==> src/rtl/lsu_pkg.sv <==
// Shared types and helpers for the load/store unit: access sizes, FSM states
// and the alignment rule used when misalignment checking is built in.
package lsu_pkg;

  localparam int WORD_BYTES = 4;
  localparam int OFFS_W     = $clog2(WORD_BYTES);

  typedef enum logic [1:0] {
    SZ_BYTE = 2'd0,
    SZ_HALF = 2'd1,
    SZ_WORD = 2'd2
  } lsu_size_t;

  typedef enum logic [2:0] {
    IDLE   = 3'd0,
    RD     = 3'd1,
    RMW_RD = 3'd2,
    WR     = 3'd3,
    RSP    = 3'd4
  } lsu_state_t;

  // Encoding 3 on the request bus behaves as a full word.
  function automatic lsu_size_t to_size(input logic [1:0] raw);
    case (raw)
      2'd0:    return SZ_BYTE;
      2'd1:    return SZ_HALF;
      default: return SZ_WORD;
    endcase
  endfunction

  function automatic logic is_misaligned(input lsu_size_t size, input logic [OFFS_W-1:0] offset);
    case (size)
      SZ_HALF: return offset[0];
      SZ_WORD: return offset != '0;
      default: return 1'b0;
    endcase
  endfunction

endpackage

==> src/rtl/lsu_mem_master_if.sv <==
// Request, response and word-memory signals of the load/store unit.
// master = the LSU itself, slave = processor/memory side.
interface lsu_mem_master_if #(
  parameter int ADDR_WIDTH = 32
);

  logic                  req_valid;
  logic                  req_ready;
  logic                  req_write;
  logic [1:0]            req_size;
  logic                  req_unsigned;
  logic [ADDR_WIDTH-1:0] req_addr;
  logic [31:0]           req_wdata;

  logic                  rsp_valid;
  logic                  rsp_ready;
  logic [31:0]           rsp_rdata;
  logic                  rsp_error;

  logic [ADDR_WIDTH-1:0] mem_address;
  logic [31:0]           mem_writeData;
  logic                  mem_memWrite;
  logic                  mem_memRead;
  logic [31:0]           mem_readData;

  modport master (
    input  req_valid, req_write, req_size, req_unsigned, req_addr, req_wdata,
    input  rsp_ready, mem_readData,
    output req_ready, rsp_valid, rsp_rdata, rsp_error,
    output mem_address, mem_writeData, mem_memWrite, mem_memRead
  );

  modport slave (
    output req_valid, req_write, req_size, req_unsigned, req_addr, req_wdata,
    output rsp_ready, mem_readData,
    input  req_ready, rsp_valid, rsp_rdata, rsp_error,
    input  mem_address, mem_writeData, mem_memWrite, mem_memRead
  );

endinterface

==> src/rtl/lsu_lane_align.sv <==
// Little-endian byte-lane steering: extracts and extends a load lane from a
// memory word, and merges store data into a word for read-modify-write.
module lsu_lane_align
  import lsu_pkg::*;
(
  input  logic [31:0] word,
  input  logic [31:0] wdata,
  input  logic [1:0]  offset,
  input  lsu_size_t   size,
  input  logic        is_unsigned,
  output logic [31:0] load_data,
  output logic [31:0] store_word
);

  logic [7:0]  byte_lane;
  logic [15:0] half_lane;

  // Halfwords only look at offset[1]; offset[0] is either rejected upstream or ignored.
  always_comb begin
    byte_lane  = word[{offset, 3'b000} +: 8];
    half_lane  = offset[1] ? word[31:16] : word[15:0];
    load_data  = word;
    store_word = wdata;
    case (size)
      SZ_BYTE: begin
        load_data  = {{24{~is_unsigned & byte_lane[7]}}, byte_lane};
        store_word = word;
        store_word[{offset, 3'b000} +: 8] = wdata[7:0];
      end
      SZ_HALF: begin
        load_data  = {{16{~is_unsigned & half_lane[15]}}, half_lane};
        store_word = offset[1] ? {wdata[15:0], word[15:0]} : {word[31:16], wdata[15:0]};
      end
      default: begin
        load_data  = word;
        store_word = wdata;
      end
    endcase
  end

endmodule

==> src/rtl/lsu_mem_master.sv <==
// Load/store unit between the MEM stage and a word-wide data memory.
// Build option: define LSU_MISALIGN_CHECK_EN to reject misaligned half/word accesses.
//
// state  | meaning
// IDLE   | req_ready high, waiting for a request
// RD     | memory read for a load; lane captured into rsp_rdata
// RMW_RD | memory read for a byte/half store; lane merged into write word
// WR     | single-cycle memory write of full or merged word
// RSP    | response held until rsp_ready
module lsu_mem_master
  import lsu_pkg::*;
#(
  parameter int ADDR_WIDTH     = 32,
  parameter bit STORE_RSP_DATA = 1'b0
) (
  input logic              clock,
  input logic              reset_n,
  lsu_mem_master_if.master bus
);

  lsu_state_t       state_q;
  logic [1:0]       addr_lo_q;
  lsu_size_t        size_q;
  logic             unsigned_q;
  logic [31:0]      wdata_q;
  logic             rsp_error_q;
  logic             misalign;
  logic [31:0]      load_data;
  logic [31:0]      store_word;
  lsu_size_t        req_size_n;

  assign req_size_n    = to_size(bus.req_size);
  assign bus.rsp_error = rsp_error_q;

`ifdef LSU_MISALIGN_CHECK_EN
  assign misalign = is_misaligned(req_size_n, bus.req_addr[OFFS_W-1:0]);
`else
  assign misalign = 1'b0;
`endif

  lsu_lane_align u_align (
    .word        (bus.mem_readData),
    .wdata       (wdata_q),
    .offset      (addr_lo_q),
    .size        (size_q),
    .is_unsigned (unsigned_q),
    .load_data   (load_data),
    .store_word  (store_word)
  );

  always_ff @(posedge clock or negedge reset_n) begin
    if (!reset_n) begin
      state_q           <= IDLE;
      addr_lo_q         <= 2'b00;
      size_q            <= SZ_BYTE;
      unsigned_q        <= 1'b0;
      wdata_q           <= '0;
      rsp_error_q       <= 1'b0;
      bus.req_ready     <= 1'b1;
      bus.rsp_valid     <= 1'b0;
      bus.rsp_rdata     <= '0;
      bus.mem_address   <= '0;
      bus.mem_writeData <= '0;
      bus.mem_memWrite  <= 1'b0;
      bus.mem_memRead   <= 1'b0;
    end else begin
      case (state_q)
        IDLE: begin
          if (bus.req_valid) begin
            addr_lo_q       <= bus.req_addr[1:0];
            size_q          <= req_size_n;
            unsigned_q      <= bus.req_unsigned;
            wdata_q         <= bus.req_wdata;
            rsp_error_q     <= misalign;
            bus.req_ready   <= 1'b0;
            bus.mem_address <= {bus.req_addr[ADDR_WIDTH-1:OFFS_W], {OFFS_W{1'b0}}};
            if (misalign) begin
              bus.rsp_rdata <= '0;
              bus.rsp_valid <= 1'b1;
              state_q       <= RSP;
            end else if (!bus.req_write) begin
              bus.mem_memRead <= 1'b1;
              state_q         <= RD;
            end else if (req_size_n == SZ_WORD) begin
              bus.mem_writeData <= bus.req_wdata;
              bus.mem_memWrite  <= 1'b1;
              state_q           <= WR;
            end else begin
              bus.mem_memRead <= 1'b1;
              state_q         <= RMW_RD;
            end
          end
        end
        RD: begin
          bus.rsp_rdata   <= load_data;
          bus.mem_memRead <= 1'b0;
          bus.rsp_valid   <= 1'b1;
          state_q         <= RSP;
        end
        RMW_RD: begin
          bus.mem_writeData <= store_word;
          bus.mem_memRead   <= 1'b0;
          bus.mem_memWrite  <= 1'b1;
          state_q           <= WR;
        end
        WR: begin
          bus.mem_memWrite <= 1'b0;
          bus.rsp_rdata    <= STORE_RSP_DATA ? bus.mem_writeData : 32'h0;
          bus.rsp_valid    <= 1'b1;
          state_q          <= RSP;
        end
        RSP: begin
          if (bus.rsp_ready) begin
            bus.rsp_valid <= 1'b0;
            bus.req_ready <= 1'b1;
            state_q       <= IDLE;
          end
        end
        default: begin
          bus.mem_memRead  <= 1'b0;
          bus.mem_memWrite <= 1'b0;
          bus.rsp_valid    <= 1'b0;
          bus.req_ready    <= 1'b1;
          state_q          <= IDLE;
        end
      endcase
    end
  end

endmodule

==> src/flat_wrapper.sv <==
// flat-port wrapper written by rule: the top's interface ports become plain ports
module lsu_mem_master_flat import lsu_pkg::*;
#(
  parameter int ADDR_WIDTH     = 32,
  parameter bit STORE_RSP_DATA = 1'b0
)
  (clock, reset_n, bus_req_valid, bus_req_write, bus_req_size, bus_req_unsigned, bus_req_addr, bus_req_wdata, bus_rsp_ready, bus_mem_readData, bus_req_ready, bus_rsp_valid, bus_rsp_rdata, bus_rsp_error, bus_mem_address, bus_mem_writeData, bus_mem_memWrite, bus_mem_memRead);
  lsu_mem_master_if #(.ADDR_WIDTH(ADDR_WIDTH)) bus_i ();
  input logic clock;
  input logic reset_n;
  input wire logic [$bits(bus_i.req_valid)-1:0] bus_req_valid;
  input wire logic [$bits(bus_i.req_write)-1:0] bus_req_write;
  input wire logic [$bits(bus_i.req_size)-1:0] bus_req_size;
  input wire logic [$bits(bus_i.req_unsigned)-1:0] bus_req_unsigned;
  input wire logic [$bits(bus_i.req_addr)-1:0] bus_req_addr;
  input wire logic [$bits(bus_i.req_wdata)-1:0] bus_req_wdata;
  input wire logic [$bits(bus_i.rsp_ready)-1:0] bus_rsp_ready;
  input wire logic [$bits(bus_i.mem_readData)-1:0] bus_mem_readData;
  output wire logic [$bits(bus_i.req_ready)-1:0] bus_req_ready;
  output wire logic [$bits(bus_i.rsp_valid)-1:0] bus_rsp_valid;
  output wire logic [$bits(bus_i.rsp_rdata)-1:0] bus_rsp_rdata;
  output wire logic [$bits(bus_i.rsp_error)-1:0] bus_rsp_error;
  output wire logic [$bits(bus_i.mem_address)-1:0] bus_mem_address;
  output wire logic [$bits(bus_i.mem_writeData)-1:0] bus_mem_writeData;
  output wire logic [$bits(bus_i.mem_memWrite)-1:0] bus_mem_memWrite;
  output wire logic [$bits(bus_i.mem_memRead)-1:0] bus_mem_memRead;
  assign bus_i.req_valid = bus_req_valid;
  assign bus_i.req_write = bus_req_write;
  assign bus_i.req_size = bus_req_size;
  assign bus_i.req_unsigned = bus_req_unsigned;
  assign bus_i.req_addr = bus_req_addr;
  assign bus_i.req_wdata = bus_req_wdata;
  assign bus_i.rsp_ready = bus_rsp_ready;
  assign bus_i.mem_readData = bus_mem_readData;
  assign bus_req_ready = bus_i.req_ready;
  assign bus_rsp_valid = bus_i.rsp_valid;
  assign bus_rsp_rdata = bus_i.rsp_rdata;
  assign bus_rsp_error = bus_i.rsp_error;
  assign bus_mem_address = bus_i.mem_address;
  assign bus_mem_writeData = bus_i.mem_writeData;
  assign bus_mem_memWrite = bus_i.mem_memWrite;
  assign bus_mem_memRead = bus_i.mem_memRead;
  lsu_mem_master #(.ADDR_WIDTH(ADDR_WIDTH), .STORE_RSP_DATA(STORE_RSP_DATA)) u_core (.clock(clock), .reset_n(reset_n), .bus(bus_i));
endmodule
==> config.mk <==
export PLATFORM = sky130hd
export DESIGN_NAME = lsu_mem_master_flat
export DESIGN_NICKNAME = d
export VERILOG_FILES = /design/src/rtl/lsu_pkg.sv /design/src/rtl/lsu_mem_master_if.sv /design/src/rtl/lsu_lane_align.sv /design/src/rtl/lsu_mem_master.sv /design/src/flat_wrapper.sv
export SDC_FILE = /design/constraint.sdc
export NUM_CORES = 1
export LEC_CHECK = 0
export CORE_UTILIZATION = 55
export CTS_BUF_LIST = sky130_fd_sc_hd__clkbuf_4 sky130_fd_sc_hd__clkbuf_8
export DETAILED_ROUTE_END_ITERATION = 16
export DONT_BUFFER_PORTS = 1
export PLACE_DENSITY = 0.7
export RECOVER_POWER = 100
export SLEW_MARGIN = 20
export SYNTH_ARGS = -nofsm -noshare
export SYNTH_HDL_FRONTEND = slang
export SYNTH_SLANG_ARGS = --single-unit
==> constraint.sdc <==
create_clock -name clock -period 2.5 [get_ports clock]
set_input_delay 0.375 -clock clock [delete_from_list [all_inputs] [get_ports clock]]
set_output_delay 0.375 -clock clock [all_outputs]
set_load 0.05 [all_outputs]
==> flow_summary.ini <==
[run_status]
outcome = complete, but fails checks
failed_checks = hold timing

[drt]
met2RoutedLength_um = 9122
wl_met3_um = 1995
vias = 5177
firstDrtPassIters = 5
drt-met1-wl_um = 7668
drt_first_iter_violations = 480
vias_per_cell = 6.612
wl_per_cell_um = 24.87
routed_wl_um = 19480
postRouteAntennaNets = 0
routed.top_layer = met4
drc = 0

[critical_path]
r2r_end = u_core.bus.rsp_rdata[10]$_DFFE_PN0P_
worst_ep_arrival_time_ns = 2.60
critical_path.endpoint_type = flop
r2r-start = u_core.size_q[1]$_DFFE_PN0P_
r2r_slack_ns = 0.30
crit_path_max_fanout = 17
start_kind = flop
cp.required_ns = 2.90
crit_end = u_core.bus.rsp_rdata[10]$_DFFE_PN0P_
startpoint = u_core.size_q[1]$_DFFE_PN0P_
criticalPathCategory = flop to flop
ff2ff_path_depth = 4

[sta]
skew_ns = 0.01270
worstMarginPinSlew_ns = 0.7124
rsz0062_at_grt = no
period_minus_slack_ns = 2.202
slew_violations = 0
max_freq_mhz = 454.1
slew_headroom = 0.5128
finalHoldViolCount = 138
whs_ns = -0.4001
setup_violations = 0
tns_ns = 0
fin_crit_sh = 0.8809

[clock_network]
cts-buffers-inserted = 17
ctsHtreeMaxLevel = 4
post-cts-setup-buffer-count = 0
clock_latency_ns = 0.46
clock-sinks = 138
clk_pin_slew_worst_paths_ns = 0.09
cts_tree = yes
root_buffer = clkbuf_8
clk_path_buf_depth = 2

[global_route]
antenna_found_initial = 0
grt_pass1_vias = 5309
grt.overflow.total = 0
grtUsageTotal = 0.3068
grt_pass1_wl_um = 29620
grt_max_degree = 139

[layout]
nFillCells = 1060
area_growth_pct = 6.493
multiInputGateArea_um2 = 3234
diodes = 0
final_core_util = 0.6117
final_nets = 711
ff_latch_area_um2 = 3456
drive_above_1_share = 0.2407

[die]
floorplan.core_area_um2 = 12210
rows = 40
start_util = 0.5744
fp.dieH_um = 114.9
io_pins = 205
fp.dieArea_um2 = 13210
die_w_um = 114.9

[synth]
ys_ff_latch = 138
synth.top_cell.area_share = 0.4888
synth-main-ff-cell = dfrtp_1
synth-edff-count = 0
yosys-top-cells-area = dfrtp_1, mux2_2, a221o_1, o21ai_0, mux2i_1
synth_area_leader_cell = dfrtp_1
syn_area_um2 = 7014
syn_inst = 618
synth_seq_area_share = 0.4925
synth_cell_types = 55
yosys_warnings = 0
synth_area_per_cell_um2 = 11.35
async_flop_share = 1.000

[power]
p_sw_w = 0.006736
swShare = 0.5258
p_leak_nw = 3.076
power_frac_seq = 0.538
peakVddDrop_mv = 1.008
powerDensity_nw_per_um2 = 1715
p_clk_frac = 0.145
internal_power_w = 0.006074
comb_power_share = 0.317

[job]
max-cap-violations = 0

[placement]
place_congestion = 0.9103
hpwl_um = 13860
port_buffers = 0

[worst_hold_path]
hp-class = input pin to async pin
==> worst min-delay path by stage <==
stage               startpoint  slack (ns)                              endpoint  depth (start not counted)
global route           reset_n       -0.43  u_core.bus.rsp_rdata[29]$_DFFE_PN0P_                          0
floorplan              reset_n        0.08       u_core.addr_lo_q[0]$_DFFE_PN0P_                          0
finish                 reset_n       -0.40  u_core.bus.rsp_rdata[20]$_DFFE_PN0P_                          0
CTS                    reset_n       -0.42  u_core.bus.rsp_rdata[16]$_DFFE_PN0P_                          0
detailed placement     reset_n        0.08  u_core.bus.rsp_rdata[29]$_DFFE_PN0P_                          0
global placement       reset_n        0.08  u_core.bus.rsp_rdata[19]$_DFFE_PN0P_                          0
==> cell usage after synthesis, types with 6 or more instances <==
cell and instances:
nor2_1 37, nor4b_1 8, a221oi_1 16, mux4_2 6
nor3_1 6, o21ai_0 44, a21oi_1 6, nand3_1 11
o211ai_1 8, mux2i_1 18, nand2_1 47, mux2_2 72
buf_6 6, o21ai_1 25, buf_4 12, nor2b_1 6
a211oi_2 6, dfrtp_1 137, clkbuf_1 18, a211oi_1 12
buf_2 18, a221o_1 33
==> registers in the layout (all words and copies together), names as in the netlist <==
signal / flops
u_core.bus.req_ready: 1
u_core.wdata_q: 32
u_core.bus.rsp_rdata: 32
u_core.state_q: 3
u_core.bus.mem_memRead: 1
u_core.bus.mem_address: 30
u_core.size_q: 2
u_core.bus.mem_writeData: 32
u_core.bus.rsp_valid: 1
u_core.bus.mem_memWrite: 1
u_core.addr_lo_q: 2
u_core.unsigned_q: 1
==> through the flow <==
stage	total power (W)	cell area [um2]	worst slack, ns	hold WS (ns)	cells
6_report	0.01281	7470	0.2978	-0.4001	783
5_1_grt	0.01349	7470	0.1328	-0.4319	783
4_1_cts	0.01290	7483	0.3699	-0.4250	783
3_5_place_dp	0.01102	7083	0.3764	0.08293	751
3_3_place_gp	0.01081	7083	0.4893	0.08262	751
2_1_floorplan	0.01001	7022	0.5394	0.07941	620
==> power by group through the flow <==
stage	clock network (W)	logic (W)	registers, W
floorplan	0	0.00348	0.00653
global placement	0	0.00392	0.00689
detailed placement	0	0.00410	0.00692
CTS	0.00190	0.00411	0.00689
global route	0.00199	0.00447	0.00703
finish	0.00186	0.00406	0.00689
==> layout make-up <==
type | count | share of cell area
sequential | 138 | 0.4626
multi-input combinational | 420 | 0.4330
clock buffer | 17 | 0.03132
tap | 168 | 0.02814
clock inverter | 15 | 0.02228
timing repair buffer | 19 | 0.01960
inverter | 6 | 0.003015
==> cells in the final DEF, fill, tap and decap left out, types with 6 or more instances in the layout <==
master / n
a211oi_1: 12
a211oi_2: 6
a21oi_1: 6
a221o_1: 33
a221oi_1: 16
buf_4: 15
clkbuf_8: 17
dfrtp_1: 136
mux2_2: 72
mux2i_1: 18
mux4_2: 6
nand2_1: 47
nand3_1: 11
nor2_1: 36
nor2b_1: 6
nor4b_1: 8
o211ai_1: 8
o21ai_0: 68
==> timing repair <==
action,CTS,global route
endpoints found under the setup margin,0,0
hold endpoints to repair,138,138
gates resized for setup,0,0
==> kinds of logic after synthesis <==
kind of cell | count (synthesis) | share of synthesized area
mux | 96 | 0.1605
fa+ha+maj | 5 | 0.008919
buf+inv | 62 | 0.04923
simple gates | 139 | 0.1033
flops | 138 | 0.4925
other cells | 1 | 0.0005346
compound gates | 177 | 0.1850
==> critical path, cell delays in order (launching register included) <==
cell,delay (ns)
dfrtp_1,0.60
or2_0,0.42
nor3b_2,0.35
nor3b_1,0.58
a211o_1,0.19
==> per-layer routing <==
metal  up-vias  GRT usage
li1       2292          -
met1      2577     0.3847
met2       266     0.4743
met3        42     0.1038
met4         0     0.1567
met5         -          0
Power figures use the tool's default switching activity.
